### src/rtl/lift_request_latch_if.sv
`default_nettype none
// +----------------------------------------------------------------------+
// | lift_request_latch_if : call switches / serve status / request bus    |
// | Revision 1.0                                                          |
// +----------------------------------------------------------------------+
interface lift_request_latch_if;
   logic [15:0] sw;
   logic [3:0]  serve_floor;
   logic        serve_open;
   logic [15:0] req;
   logic        req_any;
   logic        req_above;
   logic        req_below;
   logic [4:0]  req_count;

   modport master (
      output sw, serve_floor, serve_open,
      input  req, req_any, req_above, req_below, req_count
   );

   modport slave (
      input  sw, serve_floor, serve_open,
      output req, req_any, req_above, req_below, req_count
   );
endinterface
`default_nettype wire

### src/rtl/lift_request_latch.sv
`default_nettype none
// +----------------------------------------------------------------------+
// | lift_request_latch : debounced floor-call switches -> sticky requests |
// | Revision 1.0                                                          |
// +----------------------------------------------------------------------+
module lift_request_latch #(
   parameter int FLOORS     = 16,
   parameter int SAMPLE_DIV = 20_000_000,
   parameter int DEB_LEN    = 3
) (
   input  logic                 clk,
   input  logic                 rst_n,
   lift_request_latch_if.slave  bus
);

   localparam int              CNT_W      = (SAMPLE_DIV > 1) ? $clog2(SAMPLE_DIV) : 1;
   localparam logic [CNT_W-1:0] C_CNT_LAST = CNT_W'(SAMPLE_DIV - 1);
   localparam logic [15:0]     C_ACTIVE   = 16'((17'd1 << FLOORS) - 17'd1);

   logic [CNT_W-1:0]             cnt_q, cnt_d;
   logic                         tick;
   logic [15:0]                  meta_q, sw_s_q;
   logic [15:0][DEB_LEN-1:0]     hist_q, hist_d;
   logic [15:0]                  deb_q, deb_d;
   logic [15:0]                  deb_dly_q;
   logic [15:0]                  req_q, req_d;
   logic [15:0]                  press;
   logic [15:0]                  clr;

   always_comb begin
      tick  = (cnt_q == C_CNT_LAST);
      cnt_d = tick ? '0 : cnt_q + 1'b1;
   end

   // Debounced level only moves once the whole history agrees.
   always_comb begin
      hist_d = hist_q;
      deb_d  = deb_q;
      if (tick) begin
         for (int i = 0; i < 16; i++) begin
            hist_d[i] = {hist_q[i][DEB_LEN-2:0], sw_s_q[i]};
            if (&hist_d[i])
               deb_d[i] = 1'b1;
            else if (~|hist_d[i])
               deb_d[i] = 1'b0;
         end
      end
   end

   // Clear is applied after set so a press at an open door is absorbed.
   always_comb begin
      press = deb_q & ~deb_dly_q;
      clr   = '0;
      if (bus.serve_open && (int'(bus.serve_floor) < FLOORS))
         clr[bus.serve_floor] = 1'b1;
      req_d = (req_q | press) & ~clr;
   end

   always_ff @(posedge clk) begin
      if (!rst_n) begin
         cnt_q     <= '0;
         meta_q    <= '0;
         sw_s_q    <= '0;
         hist_q    <= '0;
         deb_q     <= '0;
         deb_dly_q <= '0;
         req_q     <= '0;
      end else begin
         cnt_q     <= cnt_d;
         meta_q    <= bus.sw & C_ACTIVE;
         sw_s_q    <= meta_q;
         hist_q    <= hist_d;
         deb_q     <= deb_d;
         deb_dly_q <= deb_q;
         req_q     <= req_d;
      end
   end

   always_comb begin
      bus.req       = req_q;
      bus.req_any   = |req_q;
      bus.req_above = 1'b0;
      bus.req_below = 1'b0;
      bus.req_count = '0;
      for (int i = 0; i < 16; i++) begin
         if (req_q[i]) begin
            bus.req_count = bus.req_count + 5'd1;
            if (i > int'(bus.serve_floor))
               bus.req_above = 1'b1;
            if (i < int'(bus.serve_floor))
               bus.req_below = 1'b1;
         end
      end
   end

endmodule
`default_nettype wire

### src/flat_wrapper.sv
// flat-port wrapper written by rule: the top's interface ports become plain ports
module lift_request_latch_flat 
#(
   parameter int FLOORS     = 16,
   parameter int SAMPLE_DIV = 20_000_000,
   parameter int DEB_LEN    = 3
)
  (clk, rst_n, bus_sw, bus_serve_floor, bus_serve_open, bus_req, bus_req_any, bus_req_above, bus_req_below, bus_req_count);
  lift_request_latch_if bus_i ();
  input  logic clk;
  input  logic rst_n;
  input wire logic [$bits(bus_i.sw)-1:0] bus_sw;
  input wire logic [$bits(bus_i.serve_floor)-1:0] bus_serve_floor;
  input wire logic [$bits(bus_i.serve_open)-1:0] bus_serve_open;
  output wire logic [$bits(bus_i.req)-1:0] bus_req;
  output wire logic [$bits(bus_i.req_any)-1:0] bus_req_any;
  output wire logic [$bits(bus_i.req_above)-1:0] bus_req_above;
  output wire logic [$bits(bus_i.req_below)-1:0] bus_req_below;
  output wire logic [$bits(bus_i.req_count)-1:0] bus_req_count;
  assign bus_i.sw = bus_sw;
  assign bus_i.serve_floor = bus_serve_floor;
  assign bus_i.serve_open = bus_serve_open;
  assign bus_req = bus_i.req;
  assign bus_req_any = bus_i.req_any;
  assign bus_req_above = bus_i.req_above;
  assign bus_req_below = bus_i.req_below;
  assign bus_req_count = bus_i.req_count;
  lift_request_latch #(.FLOORS(FLOORS), .SAMPLE_DIV(SAMPLE_DIV), .DEB_LEN(DEB_LEN)) u_core (.clk(clk), .rst_n(rst_n), .bus(bus_i));
endmodule
### config.mk
export PLATFORM = sky130hd
export DESIGN_NAME = lift_request_latch_flat
export DESIGN_NICKNAME = d
export VERILOG_FILES = /design/src/rtl/lift_request_latch_if.sv /design/src/rtl/lift_request_latch.sv /design/src/flat_wrapper.sv
export SDC_FILE = /design/constraint.sdc
export NUM_CORES = 1
export LEC_CHECK = 0
export BUFFER_PORTS_ARGS = -buffer_cell sky130_fd_sc_hd__buf_4
export CAP_MARGIN = 15
export CORE_AREA = 4 4 116 118
export DETAILED_ROUTE_END_ITERATION = 8
export DIE_AREA = 0 0 120 122
export PLACE_DENSITY = 0.85
export RECOVER_POWER = 25
export SETUP_SLACK_MARGIN = 0.05
export SLEW_MARGIN = 20
export SYNTH_ARGS = -nofsm -noshare
export SYNTH_HDL_FRONTEND = slang
export SYNTH_SLANG_ARGS = --single-unit
### constraint.sdc
create_clock -name clk -period 16.7 [get_ports clk]
set_clock_uncertainty 0.1 [all_clocks]
set_input_delay 5.01 -clock clk [delete_from_list [all_inputs] [get_ports clk]]
set_output_delay 5.01 -clock clk [all_outputs]
set_load 0.01 [all_outputs]
* Word-level counts from Yosys, hierarchy flattened *
Cells that the tools add are included.

storage, ports and cells
  register bits = 137
  logic and storage cells = 270
  input bits = 23

cells by class
  multiplexer cells = 111
  reductions and logical operators = 51
  add/sub/neg operators = 16
  bitwise gates (word level) = 6
  eq/ne operators = 17
  order comparisons = 32

operators by type and width
  kind                                                                                  count
  1-bit two-way mux                                                                     94
  5-bit by 1-bit adder with 5-bit output (second input constant)                        15
  5-bit two-way mux                                                                     15
  3-bit AND reduction                                                                   16
  3-bit OR reduction                                                                    16
  16-bit AND                                                                            2
  4-bit > comparator (first input constant)                                             8
  2-bit by 1-bit != test with 1-bit output (second input constant)                      16
  16-bit inverter                                                                       2
  2-bit AND reduction                                                                   16
  4-bit less-than comparator (first input constant)                                     7
  25-bit by 1-bit adder with 25-bit output (second input constant)                      1
  25-bit == test (second input constant)                                                1
  3-bit by 4-bit > comparator with 1-bit output (first input constant)                  4
  3-bit by 4-bit less-than comparator with 1-bit output (first input constant)          4
  16-bit two-way mux                                                                    1
  16-bit bitwise OR                                                                     1
  16-bit OR reduction                                                                   1
  2-bit by 4-bit > comparator with 1-bit output (first input constant)                  2
  1-bit by 4-bit less-than comparator with 1-bit output (first input constant)          2
  2-bit by 4-bit less-than comparator with 1-bit output (first input constant)          2
  4-bit by 5-bit less-than comparator with 1-bit output (second input constant)         1
  1-bit demux with 4-bit select                                                         1
  4-bit by 1-bit greater-or-equal comparator with 1-bit output (second input constant)  1
  other kinds (4)                                                                       4

* Longest topological paths before layout *
  word-level depth = 31
  gate-level depth with buffers = 43

* Worst setup path before layout *
Ideal clock, no wire load.

  kind = flip-flop to output port
  start point = register u_core.req_q[1] (netlist: u_core.bus.req[1])
  end point = output port bus_req_count[4]
  required time = 11.590 ns
  path slack = 4.111 ns
  stages on the path, launching flop included = 43
  data arrival time = 7.479 ns
  cells stage by stage = dfxtp_1 inv_1 ha_1 xor2_2 ha_1 xor2_1 mux2i_1 xnor2_1 nor2_1 nor2_1 ha_1 a2bb2oi_1 xnor2_1 o21ai_0 ha_1 nor2b_1 nor2_1 inv_1 (+7 left out) nor2_1 nor2_1 ha_1 xnor2_1 nand2_1 o21ai_0 xor2_1 mux2_2 a21o_1 ha_1 mux2i_1 inv_1 ha_1 nand2_1 nor3b_1 o21a_1 o31ai_4 xnor2_1

on the way
  longest elaborated chain between the ends = 29

ends and longest elaborated chain
  element                                 line                      text
  start, declared                         lift_request_latch.sv:26  logic [15:0] req_q, req_d;
  start signal, assigned                  lift_request_latch.sv:75  req_q <= req_d;
  5-bit two-way mux *                     lift_request_latch.sv:86  if (req_q[i]) begin
  5-bit by 1-bit adder with 5-bit output  lift_request_latch.sv:87  bus.req_count = bus.req_count + 5'd1;
  5-bit two-way mux *                     lift_request_latch.sv:86
  5-bit by 1-bit adder with 5-bit output  lift_request_latch.sv:87
  5-bit two-way mux *                     lift_request_latch.sv:86
  5-bit by 1-bit adder with 5-bit output  lift_request_latch.sv:87
  5-bit two-way mux *                     lift_request_latch.sv:86
  5-bit by 1-bit adder with 5-bit output  lift_request_latch.sv:87
  (+13 left out)                          -
  5-bit by 1-bit adder with 5-bit output  lift_request_latch.sv:87
  5-bit two-way mux *                     lift_request_latch.sv:86
  5-bit by 1-bit adder with 5-bit output  lift_request_latch.sv:87
  5-bit two-way mux *                     lift_request_latch.sv:86
  5-bit by 1-bit adder with 5-bit output  lift_request_latch.sv:87
  5-bit two-way mux *                     lift_request_latch.sv:86
  5-bit by 1-bit adder with 5-bit output  lift_request_latch.sv:87
  5-bit two-way mux *                     lift_request_latch.sv:86
  end, declared                           flat_wrapper.sv:19        output wire logic [$bits(bus_i.req_count)-1:0] bus_req_count;

Mark *: on every way between the ends. The rest lies on a longest branch, timed or not.

* Worst setup path in the final report *
  start point = register u_core.req_q[0] (netlist: u_core.bus.req[0])
  end point = output port bus_req_count[4]

on the way
  longest elaborated chain between the ends = 31

ends and longest elaborated chain
  element                                 line
  1-bit two-way mux *                     lift_request_latch.sv:86
  5-bit by 1-bit adder with 5-bit output  lift_request_latch.sv:87
  5-bit two-way mux *                     lift_request_latch.sv:86
  5-bit by 1-bit adder with 5-bit output  lift_request_latch.sv:87
  5-bit two-way mux *                     lift_request_latch.sv:86
  5-bit by 1-bit adder with 5-bit output  lift_request_latch.sv:87
  5-bit two-way mux *                     lift_request_latch.sv:86
  5-bit by 1-bit adder with 5-bit output  lift_request_latch.sv:87
  (+15 left out)                          -
  5-bit by 1-bit adder with 5-bit output  lift_request_latch.sv:87
  5-bit two-way mux *                     lift_request_latch.sv:86
  5-bit by 1-bit adder with 5-bit output  lift_request_latch.sv:87
  5-bit two-way mux *                     lift_request_latch.sv:86
  5-bit by 1-bit adder with 5-bit output  lift_request_latch.sv:87
  5-bit two-way mux *                     lift_request_latch.sv:86
  5-bit by 1-bit adder with 5-bit output  lift_request_latch.sv:87
  5-bit two-way mux *                     lift_request_latch.sv:86

Marks and branches as above.

==> run metrics <==
CP max FO 7; synthesized cell area 7260 um2; fin area 8120 um2; ys async rst share 0%; Avg WL per Cell 13.7 um; antenna violations before repair 0; post-route minimum period 13,850 ps; DR iter-0 viols 455; most frequent CP cell ha_1; fillers 1,036; share of cells above drive strength 1 10.9%; post-synthesis compound-gate area fraction 18.0%; Adder-Cell Fraction of Synth Area 3.10%; static leakage 3.22 nW; routed wire length 14,400 um; area growth from synthesis to layout 11.8%; Crit path required time 11,590 ps; Reg2Reg Setup Slack 13,730 ps; CTS Buffer Depth 2; Hold Startpoint u_core.meta_q[7]$_SDFF_PN0_; sequential-to-total area share from yosys stat 37.8%; Worst setup SP type flip-flop; Crit Path Class flip-flop to primary output; GRT Total Usage 19.8%; diodes inserted 0; H-tree Lvls 4; CTS resizes 0; Sinks on Clock Net 137; R2R Path Start u_core.cnt_q[2]$_SDFF_PP0_; CTS tree done; port buffer count 46; # hold bufs at CTS 0; CP max-delay cell a2bb2oi_1; CTS Root Cell clkbuf_16; net switching power 0.134 mW; Die X 120 um; vias in the first global route 5,190; EDFF count, synth 0; WHS 331 ps; Die Footprint 14,600 um2; largest family of logic cells by synthesized area simple AND/OR/NAND/NOR gates; setup TNS 0 ps; f_max 72.2 MHz; post-route insts no fill 1,051; final period utilization 82.9%; #FFs+latches synth 137; worst skew pair latency 410 ps; Worst Tran Pin Value 3560 ps; RSZ-0062 raised after global routing false; pin count of the biggest net entering global routing 116; Site Rows 41; post-synthesis instance total 849; Critical Path AT 8740 ps; CP Launch Point u_core.bus.req[0]$_SDFF_PN0_; failing checks capacitance limit, slew limit; Avg Synthesized Cell Area 8.56 um2; Seq pwr share 49.3%; clk slew on worst S/H paths 50 ps; status finished with violations; first-pass GRT wire length 24,100 um; Final ANT Viol Nets 0; Remaining DRCs 0; final-report setup violation count 0; grt total ovfl 0; max-capacitance violation count 1; Clock power frac 47.9%; Post-DP HPWL 9830 um; Switching Share 19.8%; Worst Setup End Kind primary output; Slew Viols, Final 116; main flop type after synthesis dfxtp_1; Post-Synth Simple-Gate Area 23.1%; drt via density 5.51; total chip power 0.677 mW; Logic pwr share 2.8%; Vias 5,789; Unique masters post-synth 69; Initial Utilization 58.3%; GP Congestion 0.943; Synth Warn # 0; VDD IR-drop max 89.3 uV; Hold Crit Class flip-flop to flip-flop; XOR/XNOR Fraction of Synth Area 12.6%; Worst slew margin -137%; nets 909; pwr/cell area 83.4 nW/um2; CP max stage delay 440 ps; # IOs 47; core area 12,500 um2; Post-CTS Setup Bufs 0; syn nets 890; Hold Vio Cnt, Final 0; TritonRoute pass-1 iters 5; CTS buffer count 17; cell area after placement 7610 um2; mux contribution to synthesized area 0.999%; P_int 0.543 mW; placed cell count 1,021; Die Height 122 um
## through the flow
step | util [%] | setup slack [ps]
after floorplan | - | 4110
after global routing | 65.2 | 2170
after detailed placement | 61.0 | 3380
final | 65.2 | 2850
after CTS | 65.2 | 2930
after global placement | 61.0 | 3580
## synth_stat cells (4+ instances only)
master | number | area (um2)
mux2i_1 | 5 | 50.1
a21oi_1 | 40 | 200
clkbuf_1 | 38 | 143
nor3b_1 | 5 | 37.5
o31ai_1 | 23 | 173
dfxtp_1 | 137 | 2740
o22ai_1 | 4 | 25.0
nand2_1 | 108 | 405
nand4_1 | 8 | 50.1
and3_1 | 31 | 194
nor2_1 | 52 | 195
clkbuf_8 | 4 | 55.1
nor4_1 | 7 | 43.8
xor2_1 | 29 | 254
nand3_1 | 21 | 105
nor3_1 | 6 | 30.0
ha_1 | 18 | 225
o21ai_0 | 50 | 250
and2_1 | 57 | 357
nor2b_1 | 17 | 106
a21boi_0 | 48 | 360
inv_1 | 20 | 75.1
xnor2_1 | 45 | 394
## state kept, by name, summed over array words and instances, names as in the netlist
signal	cells
u_core.hist_q	32
u_core.cnt_q	25
u_core.deb_dly_q	16
u_core.meta_q	16
u_core.sw_s_q	16
u_core.bus.req	16
u_core.deb_q	16
## kinds of logic (layout without fill, tap and decap cells)
kind of cell	Yosys count	in the layout
and+or+nand+nor	331	331
xor gates and xnor gates	86	86
buffers and inverters	71	101
AOI/OAI and AO/OA	199	199
muxes	7	7
DFF	137	137
adders and majority gates	18	18
## power groups by stage
stage	Clock, mW	Sequential (mW)	Combinational [mW]
global placement	0	0.341	0.0181
floorplan	0	0.340	0.0117
global route	0.346	0.334	0.0210
finish	0.324	0.334	0.0189
detailed placement	0	0.341	0.0182
CTS	0.330	0.334	0.0182
## critical path: cells and delay by family, from the launching register on
| family | cells | cell delay [ps] |
|---|---|---|
| compound gates | 7 | 1230 |
| flops | 1 | 400 |
| simple gates | 13 | 1780 |
| xor+xnor | 9 | 1550 |
| mux | 3 | 610 |
| buf+inv | 4 | 380 |
| fa+ha+maj | 8 | 2340 |
## layout by cell type, fill, tap and decap left out, types with 3 or more instances in the layout
| cell type | netlist | final |
|---|---|---|
| clkbuf_16 | 0 | 17 |
| a21boi_0 | 48 | 48 |
| xnor2_1 | 45 | 45 |
| nand3_1 | 21 | 21 |
| clkinv_2 | 0 | 3 |
| nand4_1 | 8 | 8 |
| and2_0 | 0 | 8 |
| nand2b_1 | 3 | 3 |
| xor2_2 | 3 | 3 |
| xor2_1 | 29 | 29 |
| ha_1 | 18 | 18 |
| nor2b_1 | 17 | 17 |
| o22ai_1 | 4 | 4 |
| clkbuf_8 | 4 | 4 |
| o21ai_0 | 50 | 50 |
| inv_1 | 20 | 20 |
| o221ai_1 | 3 | 3 |
| nor4_1 | 7 | 6 |
| mux2i_1 | 5 | 5 |
| a21oi_1 | 40 | 40 |
| nor3_1 | 6 | 6 |
| nand2_1 | 108 | 108 |
| nor3b_1 | 5 | 5 |
| o31ai_1 | 23 | 23 |
| nand4b_1 | 3 | 3 |
| dfxtp_1 | 137 | 137 |
| and3_1 | 31 | 31 |
| a21o_1 | 3 | 3 |
| a211oi_1 | 3 | 3 |
| and2_1 | 57 | 49 |
| clkbuf_1 | 38 | 7 |
| buf_4 | 0 | 47 |
| nor2_1 | 52 | 52 |
## layout make-up
type	count	area [um2]	share of cell area (%)
clock buffers	27	503	6.19
repair buffers	48	357	4.39
well taps	172	215	2.65
multi-input cells	641	4200	51.7
flip-flops and latches	137	2740	33.8
inverters	23	86.3	1.06
clock inverters	3	15.0	0.185
## path summary, 6_finish.rpt
check | cells past startpoint | to
hold reg to reg | 1 | u_core.sw_s_q[7]$_SDFF_PN0_
setup / recovery | 44 | bus_req_count[4]
hold / removal | 1 | u_core.sw_s_q[7]$_SDFF_PN0_
setup reg to reg | 8 | u_core.cnt_q[24]$_SDFF_PP0_
## layer usage
layer	share of wire [%]	wire length, um	global-route usage (%)
met2	48	6930	33.0
met4	1.6	233	6.23
met1	46	6630	25.6
met3	4.5	644	4.64
met5	0	0	0
Note: power is estimated with default switching activity, not from simulation.
